**src/rtl/pdm_pkg.sv**
```systemverilog
`default_nettype none
// ============================================================================
// Module      : pdm_pkg
// Description : Shared types and helpers for the multi-channel PDM/PWM
//               modulator (mode encoding, select-width helper).
// Revision    : 1.0 - initial release
// ============================================================================
package pdm_pkg;

    // Per-frame modulation scheme, latched at every frame start
    typedef enum logic {
        PDM_MODE_SD  = 1'b0,
        PDM_MODE_PWM = 1'b1
    } pdm_mode_e;

    // Width of an index/counter able to address n items, never below one bit
    function automatic int sel_width(input int n);
        int w;
        w = $clog2(n);
        return (w < 1) ? 1 : w;
    endfunction

endpackage
`default_nettype wire

```
**src/rtl/pdm_channel.sv**
```systemverilog
`default_nettype none
// ============================================================================
// Module      : pdm_channel
// Description : One modulator lane. Holds the double-buffered setpoint
//               (shadow/active), the sigma-delta accumulator and the
//               registered output bit. Frame/slot timing comes from the top.
// Revision    : 1.0 - initial release
// ============================================================================
module pdm_channel
    import pdm_pkg::*;
#(
    parameter int MOD_WIDTH = 8
) (
    input  logic                 clk,
    input  logic                 rst,
    input  logic                 wr_en,
    input  logic [MOD_WIDTH-1:0] wr_data,
    input  logic                 commit,
    input  logic                 slot_tick,
    input  logic [MOD_WIDTH-1:0] slot_new,
    input  logic                 mode_act,
    input  logic                 acc_clear,
    input  logic                 out_clear,
    output logic                 pdm_out
);

    logic [MOD_WIDTH-1:0] shadow_q, shadow_d;
    logic [MOD_WIDTH-1:0] active_q, active_d;
    logic [MOD_WIDTH-1:0] acc_q,    acc_d;
    logic                 out_q,    out_d;

    logic [MOD_WIDTH-1:0] w_sp_eff;
    logic [MOD_WIDTH-1:0] w_acc_eff;
    logic [MOD_WIDTH:0]   w_sum;
    pdm_mode_e            w_mode;

    // Next-state: shadow capture, commit, and per-slot output computation
    always_comb begin
        w_mode    = pdm_mode_e'(mode_act);
        // On a commit cycle the slot-0 bit is computed from the value being
        // committed; a write in that same cycle only reaches the shadow.
        w_sp_eff  = commit ? shadow_q : active_q;
        w_acc_eff = acc_clear ? '0 : acc_q;
        w_sum     = {1'b0, w_acc_eff} + {1'b0, w_sp_eff};

        shadow_d  = wr_en  ? wr_data  : shadow_q;
        active_d  = commit ? shadow_q : active_q;
        acc_d     = acc_clear ? '0 : acc_q;
        out_d     = out_q;

        if (out_clear) begin
            out_d = 1'b0;
        end else if (slot_tick) begin
            if (w_mode == PDM_MODE_SD) begin
                out_d = w_sum[MOD_WIDTH];
                acc_d = w_sum[MOD_WIDTH-1:0];
            end else begin
                out_d = (slot_new < w_sp_eff);
            end
        end
    end

    // Channel state registers
    always_ff @(posedge clk or posedge rst) begin
        if (rst) begin
            shadow_q <= '0;
            active_q <= '0;
            acc_q    <= '0;
            out_q    <= 1'b0;
        end else begin
            shadow_q <= shadow_d;
            active_q <= active_d;
            acc_q    <= acc_d;
            out_q    <= out_d;
        end
    end

    assign pdm_out = out_q;

endmodule
`default_nettype wire

```
**src/rtl/pdm_modulator_mc.sv**
```systemverilog
`default_nettype none
// ============================================================================
// Module      : pdm_modulator_mc
// Description : Multi-channel sigma-delta / PWM modulator. Owns the slot
//               divider, slot counter, busy flag and frame control; each
//               output lane is a pdm_channel instance.
// Revision    : 1.0 - initial release
// ============================================================================
module pdm_modulator_mc
    import pdm_pkg::*;
#(
    parameter int CHANNELS       = 4,
    parameter int MOD_WIDTH      = 8,
    parameter int PDM_PERIOD_DIV = 1
) (
    input  logic                                 clk,
    input  logic                                 rst,
    input  logic                                 ena,
    input  logic                                 mode,
    input  logic                                 wr_en,
    input  logic [pdm_pkg::sel_width(CHANNELS)-1:0] wr_ch,
    input  logic [MOD_WIDTH-1:0]                 wr_data,
    output logic [CHANNELS-1:0]                  pdm_out,
    output logic                                 frame_strobe,
    output logic                                 busy
);

    localparam int CHW  = sel_width(CHANNELS);
    localparam int DIVW = sel_width(PDM_PERIOD_DIV);
    localparam logic [DIVW-1:0]      C_DIV_LAST  = DIVW'(PDM_PERIOD_DIV - 1);
    localparam logic [MOD_WIDTH-1:0] C_SLOT_LAST = '1;

    logic [DIVW-1:0]      div_cnt_q, div_cnt_d;
    logic [MOD_WIDTH-1:0] slot_q,    slot_d;
    pdm_mode_e            mode_act_q, mode_act_d;
    logic                 busy_q,    busy_d;
    logic                 strobe_q,  strobe_d;

    logic                 w_slot_end;
    logic                 w_frame_last;
    logic                 w_frame_start;
    logic                 w_frame_stop;
    logic                 w_slot_tick;
    logic [MOD_WIDTH-1:0] w_slot_new;
    pdm_mode_e            w_mode_in;
    pdm_mode_e            w_mode_eff;
    logic                 w_acc_clear;

    // Frame/slot boundary decode shared by all channels
    always_comb begin
        w_mode_in     = pdm_mode_e'(mode);
        w_slot_end    = busy_q && (div_cnt_q == C_DIV_LAST);
        w_frame_last  = w_slot_end && (slot_q == C_SLOT_LAST);
        // Start from idle, or chain straight into the next frame without a gap
        w_frame_start = ena && (!busy_q || w_frame_last);
        w_frame_stop  = w_frame_last && !ena;
        w_slot_tick   = w_frame_start || (w_slot_end && !w_frame_last);
        w_slot_new    = w_frame_start ? '0 : (slot_q + 1'b1);
        // The slot-0 bit of a new frame already uses the newly sampled mode
        w_mode_eff    = w_frame_start ? w_mode_in : mode_act_q;
        // Accumulators restart on idle->run and whenever the scheme changes
        w_acc_clear   = w_frame_start && (!busy_q || (w_mode_in != mode_act_q));
    end

    // Next-state for the global counters and frame flags
    always_comb begin
        div_cnt_d  = div_cnt_q;
        slot_d     = slot_q;
        mode_act_d = mode_act_q;
        busy_d     = busy_q;
        strobe_d   = 1'b0;

        if (w_frame_start) begin
            div_cnt_d  = '0;
            slot_d     = '0;
            mode_act_d = w_mode_in;
            busy_d     = 1'b1;
            strobe_d   = 1'b1;
        end else if (w_frame_stop) begin
            div_cnt_d  = '0;
            slot_d     = '0;
            busy_d     = 1'b0;
        end else if (busy_q) begin
            if (w_slot_end) begin
                div_cnt_d = '0;
                slot_d    = w_slot_new;
            end else begin
                div_cnt_d = div_cnt_q + 1'b1;
            end
        end
    end

    // Global control registers
    always_ff @(posedge clk or posedge rst) begin
        if (rst) begin
            div_cnt_q  <= '0;
            slot_q     <= '0;
            mode_act_q <= PDM_MODE_SD;
            busy_q     <= 1'b0;
            strobe_q   <= 1'b0;
        end else begin
            div_cnt_q  <= div_cnt_d;
            slot_q     <= slot_d;
            mode_act_q <= mode_act_d;
            busy_q     <= busy_d;
            strobe_q   <= strobe_d;
        end
    end

    assign busy         = busy_q;
    assign frame_strobe = strobe_q;

    generate
        for (genvar i = 0; i < CHANNELS; i++) begin : g_ch
            logic w_wr_sel;
            // Indices at or above CHANNELS never match, so those writes drop
            assign w_wr_sel = wr_en && (wr_ch == CHW'(i));

            pdm_channel #(
                .MOD_WIDTH (MOD_WIDTH)
            ) u_channel (
                .clk       (clk),
                .rst       (rst),
                .wr_en     (w_wr_sel),
                .wr_data   (wr_data),
                .commit    (w_frame_start),
                .slot_tick (w_slot_tick),
                .slot_new  (w_slot_new),
                .mode_act  (w_mode_eff),
                .acc_clear (w_acc_clear),
                .out_clear (w_frame_stop),
                .pdm_out   (pdm_out[i])
            );
        end
    endgenerate

endmodule
`default_nettype wire

```
**config.mk**
```make
export PLATFORM = sky130hd
export DESIGN_NAME = pdm_modulator_mc
export DESIGN_NICKNAME = d
export VERILOG_FILES = /design/src/rtl/pdm_pkg.sv /design/src/rtl/pdm_channel.sv /design/src/rtl/pdm_modulator_mc.sv
export SDC_FILE = /design/constraint.sdc
export NUM_CORES = 1
export LEC_CHECK = 0
export BUFFER_PORTS_ARGS = -buffer_cell sky130_fd_sc_hd__buf_2
export CAP_MARGIN = 40
export CORE_MARGIN = 5
export CORE_UTILIZATION = 55
export CTS_BUF_LIST = sky130_fd_sc_hd__clkbuf_4
export CTS_CLUSTER_SIZE = 25
export DETAILED_ROUTE_END_ITERATION = 10
export HOLD_SLACK_MARGIN = 0.08
export PLACE_DENSITY = 0.68
export SLEW_MARGIN = 20
export SYNTH_ARGS = -nofsm -noshare
export SYNTH_HDL_FRONTEND = slang
export SYNTH_HIERARCHICAL = 1
export SYNTH_SLANG_ARGS = --single-unit
```
**constraint.sdc**
```tcl
create_clock -name clk -period 4.6 [get_ports clk]
set_input_delay 0.23 -clock clk [delete_from_list [all_inputs] [get_ports clk]]
set_output_delay 0.23 -clock clk [all_outputs]
set_load 0.005 [all_outputs]
```
==> out/qor.yml, run 1 <==
cts_tree: "yes"
die_h_um: 121
hold_violations: 0
critPathBufInv: 2
ff2ff_setup_slack_ps: 850
synth_edf_count: 0
clockRootBuffer: "clkbuf_4"
max_freq_mhz: 267
seq_area_mm2: 0.00280
final_common_cell: "dfrtp_1"
cp_slowest_cell: "or3b_1"
synth_flop_cell: "dfrtp_1"
fin_crit_sh_pct: 81.4
drtIter0Drc: 319
nets: 746
cp_top_family: "simple AND/OR/NAND/NOR gates"
final_util_pct: 60.6
rsz0062_at_grt: "false"
crit_fanout: 14
dr.pass1.iters: 4
powerDensity_mw_per_mm2: 236
drv_slew: 0
antenna_left: 0
fillers: 1017
ff2ff_path_depth: 10
final_cell_mix: "dfrtp_1 (112), ha_1 (61), inv_1 (49)"
worstSetupStartpointType: "flop"
wirelength_um: 14400
period_minus_slack_ps: 3750
hold_class: "input pin to flop"
synth-seq-area-share_pct: 41.7
synth_cells: 633
core_area_mm2: 0.0120
hpwlAfterDp_um: 10600
crit_path_frequent_cell: "buf_4"
skew_ps: 15.7
drc_errors: 0
cts_resized: 0
clkTransAtPathRegs_ps: 160
cp.arrival_ps: 4170
grt_usage_pct: 21.1
status: "complete, no violations"
finalPower_mw: 1.72
postCtsHoldBufs: 10
antenna_found_initial: 0
synth_seq_cells: 112
die_w_um: 121
multiInputGateArea_mm2: 0.00362
worstReg2RegEnd: "g_ch[1].u_channel/acc_q[5]"
n_antenna_cell: 0
cellLeakagePower_nw: 3.66
crit_chain: "ha_1 -> nand3_2 -> o31ai_2 -> and2_4 -> buf_4 -> mux2_2 -> buf_4 -> or3b_1 -> or4_1 -> nand3_1"
hold_depth: 2
grt_max_degree: 33
ys_async_sr_fraction_pct: 100
ys_warn_count: 6
grt-ovfl-total: 0
synth_area_per_cell_um2: 10.6
die_area_mm2: 0.0145
maxCapViolations: 0
synth_area_mm2: 0.00672
grt_pass1_wl_um: 24400
drt-vias-per-instance: 5.73
insertion_delay_ps: 470
cts_sinks: 112
io_pins: 21
dr_total_vias: 4685
cts-buffers-inserted: 9
htreeDepth: 3
path_class: "flop to flop"
placed_cell_area_mm2: 0.00702
synthesis.nets: 713
worst_hold_slack_ps: 182
required_ps: 5020
min_from: "mode"
wl_per_cell_um: 17.5
ys_types: 61
worstMarginPinSlew_ps: 691
post-cts-setup-buffers: 0
start_util_pct: 56.0
gp_congestion: 0.857
timing.final.setup_violations: 0
irDropWorstVdd_uv: 218
design_area_mm2: 0.00727
drive_gt1_share_pct: 15.1
r2r-start: "slot_q[0]"
hold_end: "mode_act_q"
setup_tns_ps: 0
grt_pass1_vias: 4830
clockBufferDepth: 2
rows: 40
max_slew_margin_pct: 53.8
area_delta_synth_final_pct: 8.23
port_buffers: 20
max_stage_delay_ps: 590
crit_path_end_kind: "flop"
[registers in the layout, summed over array words and instances (netlist names), 4 cells and up]
signal,flops
g_ch.u_channel/acc_q,32
g_ch.u_channel/active_q,32
g_ch.u_channel/pdm_out,4
g_ch.u_channel/shadow_q,32
slot_q,8
[through the flow]
stage | worst slack, ps | std cells
CTS | 883 | 818
floorplan | 455 | 633
finish | 854 | 818
detailed placement | 907 | 792
global placement | 994 | 787
global route | 495 | 818
[worst reg2reg max path, cell delays in order (launching register included)]
cell and delay, ps:
dfrtp_1 460, ha_1 290, nand3_2 150, o31ai_2 270, and2_4 330, buf_4 320, mux2_2 470, buf_4 210
or3b_1 590, or4_1 540, nand3_1 90
[kinds of logic after synthesis]
logic type	after synthesis	synth area share (%)
simple gates	151	12.2
compound gates	146	14.8
flops	112	41.7
mux	73	11.9
buf+inv	68	4.56
fa+ha+maj	65	12.5
xor+xnor	18	2.35
[power by group]
| group | switching, mW | internal (mW) |
|---|---|---|
| Clock | 0.319 | 0.224 |
| Combinational | 0.0479 | 0.0596 |
| Sequential | 0.0300 | 1.04 |
[routing by layer]
layer	vias to the layer above	GRT usage (%)	wire length (um)
met5	-	0	0
met4	0	4.25	99
met3	8	4.21	589
met2	66	35.2	6940
met1	2278	28.8	6730
li1	2333	-	-
[area by class of cell]
type / instances / area share (%)
multi-input combinational: 453 / 49.8
timing repair buffer: 41 / 4.44
inverter: 49 / 2.53
tap: 147 / 2.53
clock inverter: 6 / 1.15
sequential: 112 / 38.5
clock buffer: 10 / 1.03
[worst max-delay path by stage]
stage              start  slack, ps  cells past startpoint                         end
2_1_floorplan  slot_q[0]        460                     13  g_ch[3].u_channel/acc_q[7]
3_5_place_dp   slot_q[0]        910                     10  g_ch[1].u_channel/acc_q[5]
6_report       slot_q[0]        850                     10  g_ch[1].u_channel/acc_q[5]
5_1_grt        slot_q[0]        490                     13  g_ch[3].u_channel/acc_q[7]
4_1_cts        slot_q[0]        880                     10  g_ch[1].u_channel/acc_q[5]
3_3_place_gp   slot_q[0]        990                     10  g_ch[1].u_channel/acc_q[5]
[synth_stat cells (10+ instances only)]
master,number,area (um2)
a21oi_1,25,125
nand2_1,35,131
xor2_1,11,96.3
mux2i_1,29,290
o21a_1,18,135
nor2_1,28,105
inv_1,49,184
nor2b_1,34,213
a211oi_1,10,75.1
ha_1,61,763
mux2_2,41,462
o21ai_0,33,165
dfrtp_1,112,2800
a21o_1,13,97.6
Note: power is estimated with default switching activity, not from simulation.
==> run 2: changes to the inputs <==
PLACE_DENSITY = 0.71   (was 0.68)
clock period = 3.25 ns   (was 4.6 ns; I/O delays follow)
==> run 2 against run 1 <==
  * Design area is 6.5% higher
  * Worst setup slack worse by 780 ps
  * Non-clock buffer count is 32 higher
  * Clock skew is 7.2 ps higher
  * Utilization is 3.9 points higher
  * Combinational power is 50% higher
  * Hold slack better by 8.7 ps
  * Sequential share of layout area is 2.3 points lower
  * Flip-flop and latch count stayed put
  * Via count is 6.3% higher
  * Largest cell class unchanged
  * Largest power group unchanged
==> out/qor.yml, run 2 (synthesis gave the netlist of run 1 again) <==
cp.arrival_ps: 3560  # -610 ps
grt_max_degree: 21  # -36%
pwr-share-seq_pct: 64.9  # +2.8 points
die_w_um: 121  # unchanged
path_class: "flop to flop"
reg.largest.list: "g_ch.u_channel/acc_q (32), g_ch.u_channel/active_q (32), g_ch.u_channel/shadow_q (32)"
clockBufferDepth: 2  # unchanged
period_minus_slack_ps: 3180  # -566 ps
drt-vias-per-instance: 5.86  # +2.3%
htreeDepth: 3  # unchanged
rows: 40  # unchanged
insertion_delay_ps: 480  # about the same
hpwlAfterDp_um: 11300  # +5.9%
drtIter0Drc: 331  # +3.8%
cts_tree: "yes"
finalPower_mw: 2.34  # +36%
p_comb_share_pct: 6.9  # +0.6 points
die_area_mm2: 0.0145  # unchanged
cts-buffers-inserted: 9  # unchanged
port_buffers: 20  # unchanged
setup_tns_ps: 0  # unchanged
dp_slack_ps: 20.8  # -886 ps
hold_violations: 0  # unchanged
power.switching_mw: 0.612  # +54%
crit_fanout: 7  # -7
status: "complete, no violations"
cp_top_family: "compound AO/OA/AOI/OAI gates"
die_h_um: 121  # unchanged
crit_path_end_kind: "flop"
critPathBufInv: 2  # unchanged
maxCapViolations: 0  # unchanged
wirelength_um: 16000  # +11%
start_util_pct: 56.0  # unchanged
clkPwrFrac_pct: 28.2  # -3.4 points
clkTransAtPathRegs_ps: 190  # +30 ps
cp_slowest_cell: "dfrtp_1"
grt_pass1_wl_um: 25200  # +3.1%
final_common_cell: "dfrtp_1"
cts_sinks: 112  # unchanged
grt_pass1_vias: 5067  # +4.9%
p_int_mw: 1.72  # +31%
hold_class: "input pin to asynchronous set/reset pin"
fin_crit_sh_pct: 97.8  # +16 points
ff2ff_path_depth: 15  # +5
ff2ff_setup_slack_ps: 70  # -780 ps
io_pins: 21  # unchanged
dr.pass1.iters: 5  # +1
final_cell_mix: "dfrtp_1 (112), ha_1 (55), inv_1 (46)"
gp_congestion: 0.861  # +0.40%
antenna_found_initial: 1  # +1
r2r-start: "slot_q[0]"
wl_per_cell_um: 18.8  # +7.0%
rsz0062_at_grt: "true"
final_cells: 850  # +3.9%
skew_ps: 23.0  # +7.21 ps
powerDensity_mw_per_mm2: 302  # +28%
irDropWorstVdd_uv: 176  # -19%
p_sw_share_pct: 26.2  # +3.1 points
worstMarginPinSlew_ps: 676  # -14.9 ps
n_antenna_cell: 0  # unchanged
worstSetupStartpointType: "flop"
clockRootBuffer: "clkbuf_4"
nets: 778  # +4.3%
cellLeakagePower_nw: 3.88  # +6.0%
timing.final.setup_violations: 0  # unchanged
max_stage_delay_ps: 440  # -150 ps
max_freq_mhz: 314  # +18%
drive_gt1_share_pct: 23.2  # +8.1 points
grt_usage_pct: 21.9  # +0.78 points
placedCellCount: 810  # +2.3%
worstReg2RegEnd: "g_ch[0].u_channel/pdm_out"
drv_slew: 0  # unchanged
fillers: 947  # -6.9%
core_area_mm2: 0.0120  # unchanged
dr_total_vias: 4981  # +6.3%
area_delta_synth_final_pct: 15.2
crit_chain: "ha_4 -> nand3_4 -> o31ai_4 -> and2_4 -> a21boi_4 -> buf_12 -> nor2b_1 -> ha_2 -> inv_2 -> fa_2 -> nor2b_2 -> o31a_1 -> o21a_1 -> o41ai_2 -> a311oi_1"
antenna_left: 0  # unchanged
drc_errors: 0  # unchanged
layout_setup_ws_ps: 69.9  # -784 ps
max_slew_margin_pct: 54.8  # +0.92 points
grt-ovfl-total: 0  # unchanged
required_ps: 3630  # -1390 ps
## run 2: through the flow
step	utilization, %	instance area (um2)	hold slack, ps
floorplan	-	6790	27.2
global placement	59.7	7170	267
detailed placement	60.4	7260	174
CTS	62.3	7490	167
global route	64.5	7740	178
finish	64.5	7740	191
## run 2: what timing repair did
| action | CTS | global route |
|---|---|---|
| hold buffers | 10 | 0 |
| resized for setup | 0 | 28 |
| pin swaps | 0 | 12 |
| hold endpoints to repair | 135 | 0 |
| cloned | 0 | 2 |
| buffers inserted | 1 | 11 |
| setup endpoints to repair | 1 | 13 |
## run 2: per-layer routing
metal / global-route usage, % / vias up / wire length [um]
met4: 7.37 / 0 / 279
met1: 28.4 / 2452 / 6930
met2: 38.2 / 99 / 8000
li1: - / 2406 / -
met5: 0 / - / 0
met3: 2.34 / 24 / 747
## run 2: area by class of cell
type / count / area, um2 / share of cell area [%]
Tap cell: 147 / 184 / 2.37
Inverter: 49 / 184 / 2.37
Clock buffer: 9 / 67.6 / 0.872
Clock inverter: 7 / 53.8 / 0.695
Timing Repair Buffer: 73 / 657 / 8.48
Sequential cell: 112 / 2800 / 36.2
Multi-Input combinational cell: 453 / 3800 / 49.0
## run 2: power groups by stage
stage | clock (mW) | combinational (mW) | sequential [mW]
floorplan | 0 | 0.102 | 1.52
global placement | 0 | 0.133 | 1.53
detailed placement | 0 | 0.153 | 1.54
CTS | 0.678 | 0.162 | 1.51
global route | 0.736 | 0.177 | 1.53
finish | 0.660 | 0.161 | 1.52
## run 2: tightest hold or removal path, cell delays in order
cell,delay (ps)
dlygate4sd3_1,530
buf_2,160
inv_1,230
## run 2: how the worst max path moves through the flow
| stage | start | endpoint | slack (ps) | cells after the start |
|---|---|---|---|---|
| floorplan | slot_q[0] | g_ch[0].u_channel/pdm_out | 9 | 15 |
| global placement | slot_q[1] | g_ch[0].u_channel/pdm_out | 160 | 14 |
| detailed placement | slot_q[1] | g_ch[2].u_channel/pdm_out | 20 | 14 |
| CTS | slot_q[1] | g_ch[2].u_channel/pdm_out | 30 | 15 |
| global route | slot_q[0] | g_ch[0].u_channel/pdm_out | -90 | 15 |
| finish | slot_q[0] | g_ch[0].u_channel/pdm_out | 70 | 15 |
==> run 3: changes to the inputs <==
CORE_UTILIZATION = 25   (was 55)
PLACE_DENSITY = 0.36   (was 0.71)
==> run 3 against run 2 <==
  * Via count decreased by 2.5%
  * Wire length increased by 11%
  * Utilization down 34 points
  * Non-clock buffer count is 7 higher
  * Worst setup slack better by 45 ps
  * Die area up 110%
  * Flip-flop and latch count unchanged
  * First-iteration DRC count decreased by 30%
  * Power rose by 7.0%
  * Critical endpoint is now g_ch[2].u_channel/acc_q[6]
  * Largest cell class unchanged
==> out/qor.yml, run 3 (synthesis gave the netlist of run 1 again) <==
hpwlAfterDp_um: 12700  # +13%
period_minus_slack_ps: 3140  # -44.5 ps
grt_pass1_vias: 4968  # -2.0%
cts-buffers-inserted: 9  # unchanged
cts_tree: "yes"
worst_hold_slack_ps: 230  # +39.1 ps
grt_max_degree: 28  # +33%
clockRootBuffer: "clkbuf_4"
drv_slew: 0  # unchanged
required_ps: 3650  # +20 ps
area_delta_synth_final_pct: 20.6
crit_fanout: 16  # +9
grt_usage_pct: 11.6  # -10 points
cp.arrival_ps: 3540  # -20 ps
final_cell_mix: "dfrtp_1 (112), ha_1 (54), inv_1 (48)"
start_util_pct: 25.1  # -31 points
cellLeakagePower_nw: 3.91  # +0.67%
layout_setup_ws_ps: 114  # +44.5 ps
antenna_left: 0  # unchanged
hold_violations: 0  # unchanged
rows: 60  # +50%
final_cells: 1053  # +24%
die_h_um: 174  # +44%
irDropWorstVdd_uv: 179  # +1.4%
antenna_found_initial: 1  # unchanged
nets: 785  # +0.90%
path_class: "flop to flop"
maxCapViolations: 0  # unchanged
io_pins: 21  # unchanged
clockBufferDepth: 2  # unchanged
wl_per_cell_um: 16.9  # -10%
htreeDepth: 3  # unchanged
die_area_mm2: 0.0303  # +110%
drc_errors: 0  # unchanged
seq_area_mm2: 0.00280  # unchanged
status: "complete, no violations"
skew_ps: 17.0  # -5.94 ps
dr_total_vias: 4855  # -2.5%
insertion_delay_ps: 490  # about the same
gp_congestion: 0.766  # -11%
die_w_um: 174  # +44%
worstMarginPinSlew_ps: 751  # +74.4 ps
clkTransAtPathRegs_ps: 180  # about the same
drive_gt1_share_pct: 24.6  # +1.5 points
grt_pass1_wl_um: 27700  # +10%
ff2ff_path_depth: 13  # -2
fin_crit_sh_pct: 96.5  # -1.4 points
worstSetupStartpointType: "flop"
wirelength_um: 17800  # +11%
drtIter0Drc: 231  # -30%
hold_depth: 4
multiInputGateArea_mm2: 0.00386  # +1.6%
timing.final.setup_violations: 0  # unchanged
max_slew_margin_pct: 49.8  # -5.0 points
powerDensity_mw_per_mm2: 308  # +2.2%
setup_tns_ps: 0  # unchanged
design_area_mm2: 0.00811  # +4.7%
placed_cell_area_mm2: 0.00754  # +3.9%
final_util_pct: 30.3  # -34 points
grt-ovfl-total: 0  # unchanged
reg.largest.list: "g_ch.u_channel/acc_q (32), g_ch.u_channel/active_q (32), g_ch.u_channel/shadow_q (32)"
finalPower_mw: 2.50  # +7.0%
drt-vias-per-instance: 4.61  # -21%
final_common_cell: "dfrtp_1"
crit_path_end_kind: "flop"
hold_class: "input pin to flop"
core_area_mm2: 0.0267  # +120%
port_buffers: 20  # unchanged
dr.pass1.iters: 4  # -1
dp_slack_ps: 54.0  # +33.2 ps
rsz0062_at_grt: "true"
max_freq_mhz: 319  # +1.4%
fillers: 2757  # +190%
placedCellCount: 1011  # +25%
cts_sinks: 112  # unchanged
[run 3: cell types whose count changed in the layout (fill, tap and decap cells not counted), sizes merged]
cell / before / now
bufinv: 0 / 2
inv: 52 / 49
clkinvlp: 1 / 0
diode: 0 / 2
buf: 61 / 69
clkbuf: 11 / 12
[run 3: metal layers]
metal | wire [um] | vias to the layer above | global-route usage, %
met3 | 579 | 16 | 1.70
met2 | 8020 | 56 | 18.5
met5 | 0 | - | 0
met1 | 8850 | 2365 | 16.7
li1 | - | 2418 | -
met4 | 309 | 0 | 2.94
[run 3: area by class of cell]
class / instances / area share (%)
Clock buffer: 11 / 1.02
Clock inverter: 5 / 1.00
Multi-Input combinational cell: 453 / 47.6
Tap cell: 341 / 5.26
Sequential cell: 112 / 34.6
Antenna cell: 2 / 0.0617
Timing Repair Buffer: 80 / 8.24
Inverter: 49 / 2.27
[run 3: where the power goes]
part	internal, mW	leakage [nW]	switching (mW)	total [mW]
sequential	1.47	1.47	0.0478	1.52
clock	0.331	0.0887	0.495	0.825
combinational	0.0868	2.35	0.0723	0.159
[run 3: timing repair]
action / in CTS / in global routing
endpoints found under the setup margin: 1 / 13
pin swaps: 0 / 1
cloned: 0 / 1
hold buffers: 10 / 0
setup buffers: 0 / 13
gates resized for setup: 1 / 32
hold endpoints to repair: 120 / 0
[run 3: worst max-delay path: stages, from the launching register on]
cell and delay (ps):
dfrtp_1 440, ha_4 170, nand3_4 110, o31ai_4 200, and2_4 230, buf_12 170
mux2i_1 260, inv_1 90, ha_1 350, nor2b_1 160, o31a_1 250, o21a_1 220
o21a_1 190, o31ai_1 210
[run 3: worst paths after layout]
| check | start | end | slack [ps] |
|---|---|---|---|
| max in group asynchronous | rst | g_ch[3].u_channel/acc_q[2] | 2390 |
| setup / recovery | slot_q[1] | g_ch[2].u_channel/acc_q[6] | 110 |
| setup reg to reg | slot_q[1] | g_ch[2].u_channel/acc_q[6] | 110 |
| min in group asynchronous | rst | g_ch[1].u_channel/shadow_q[0] | 260 |
| hold / removal | wr_ch[1] | g_ch[0].u_channel/shadow_q[3] | 230 |
| hold reg to reg | g_ch[2].u_channel/shadow_q[0] | g_ch[2].u_channel/shadow_q[0] | 540 |
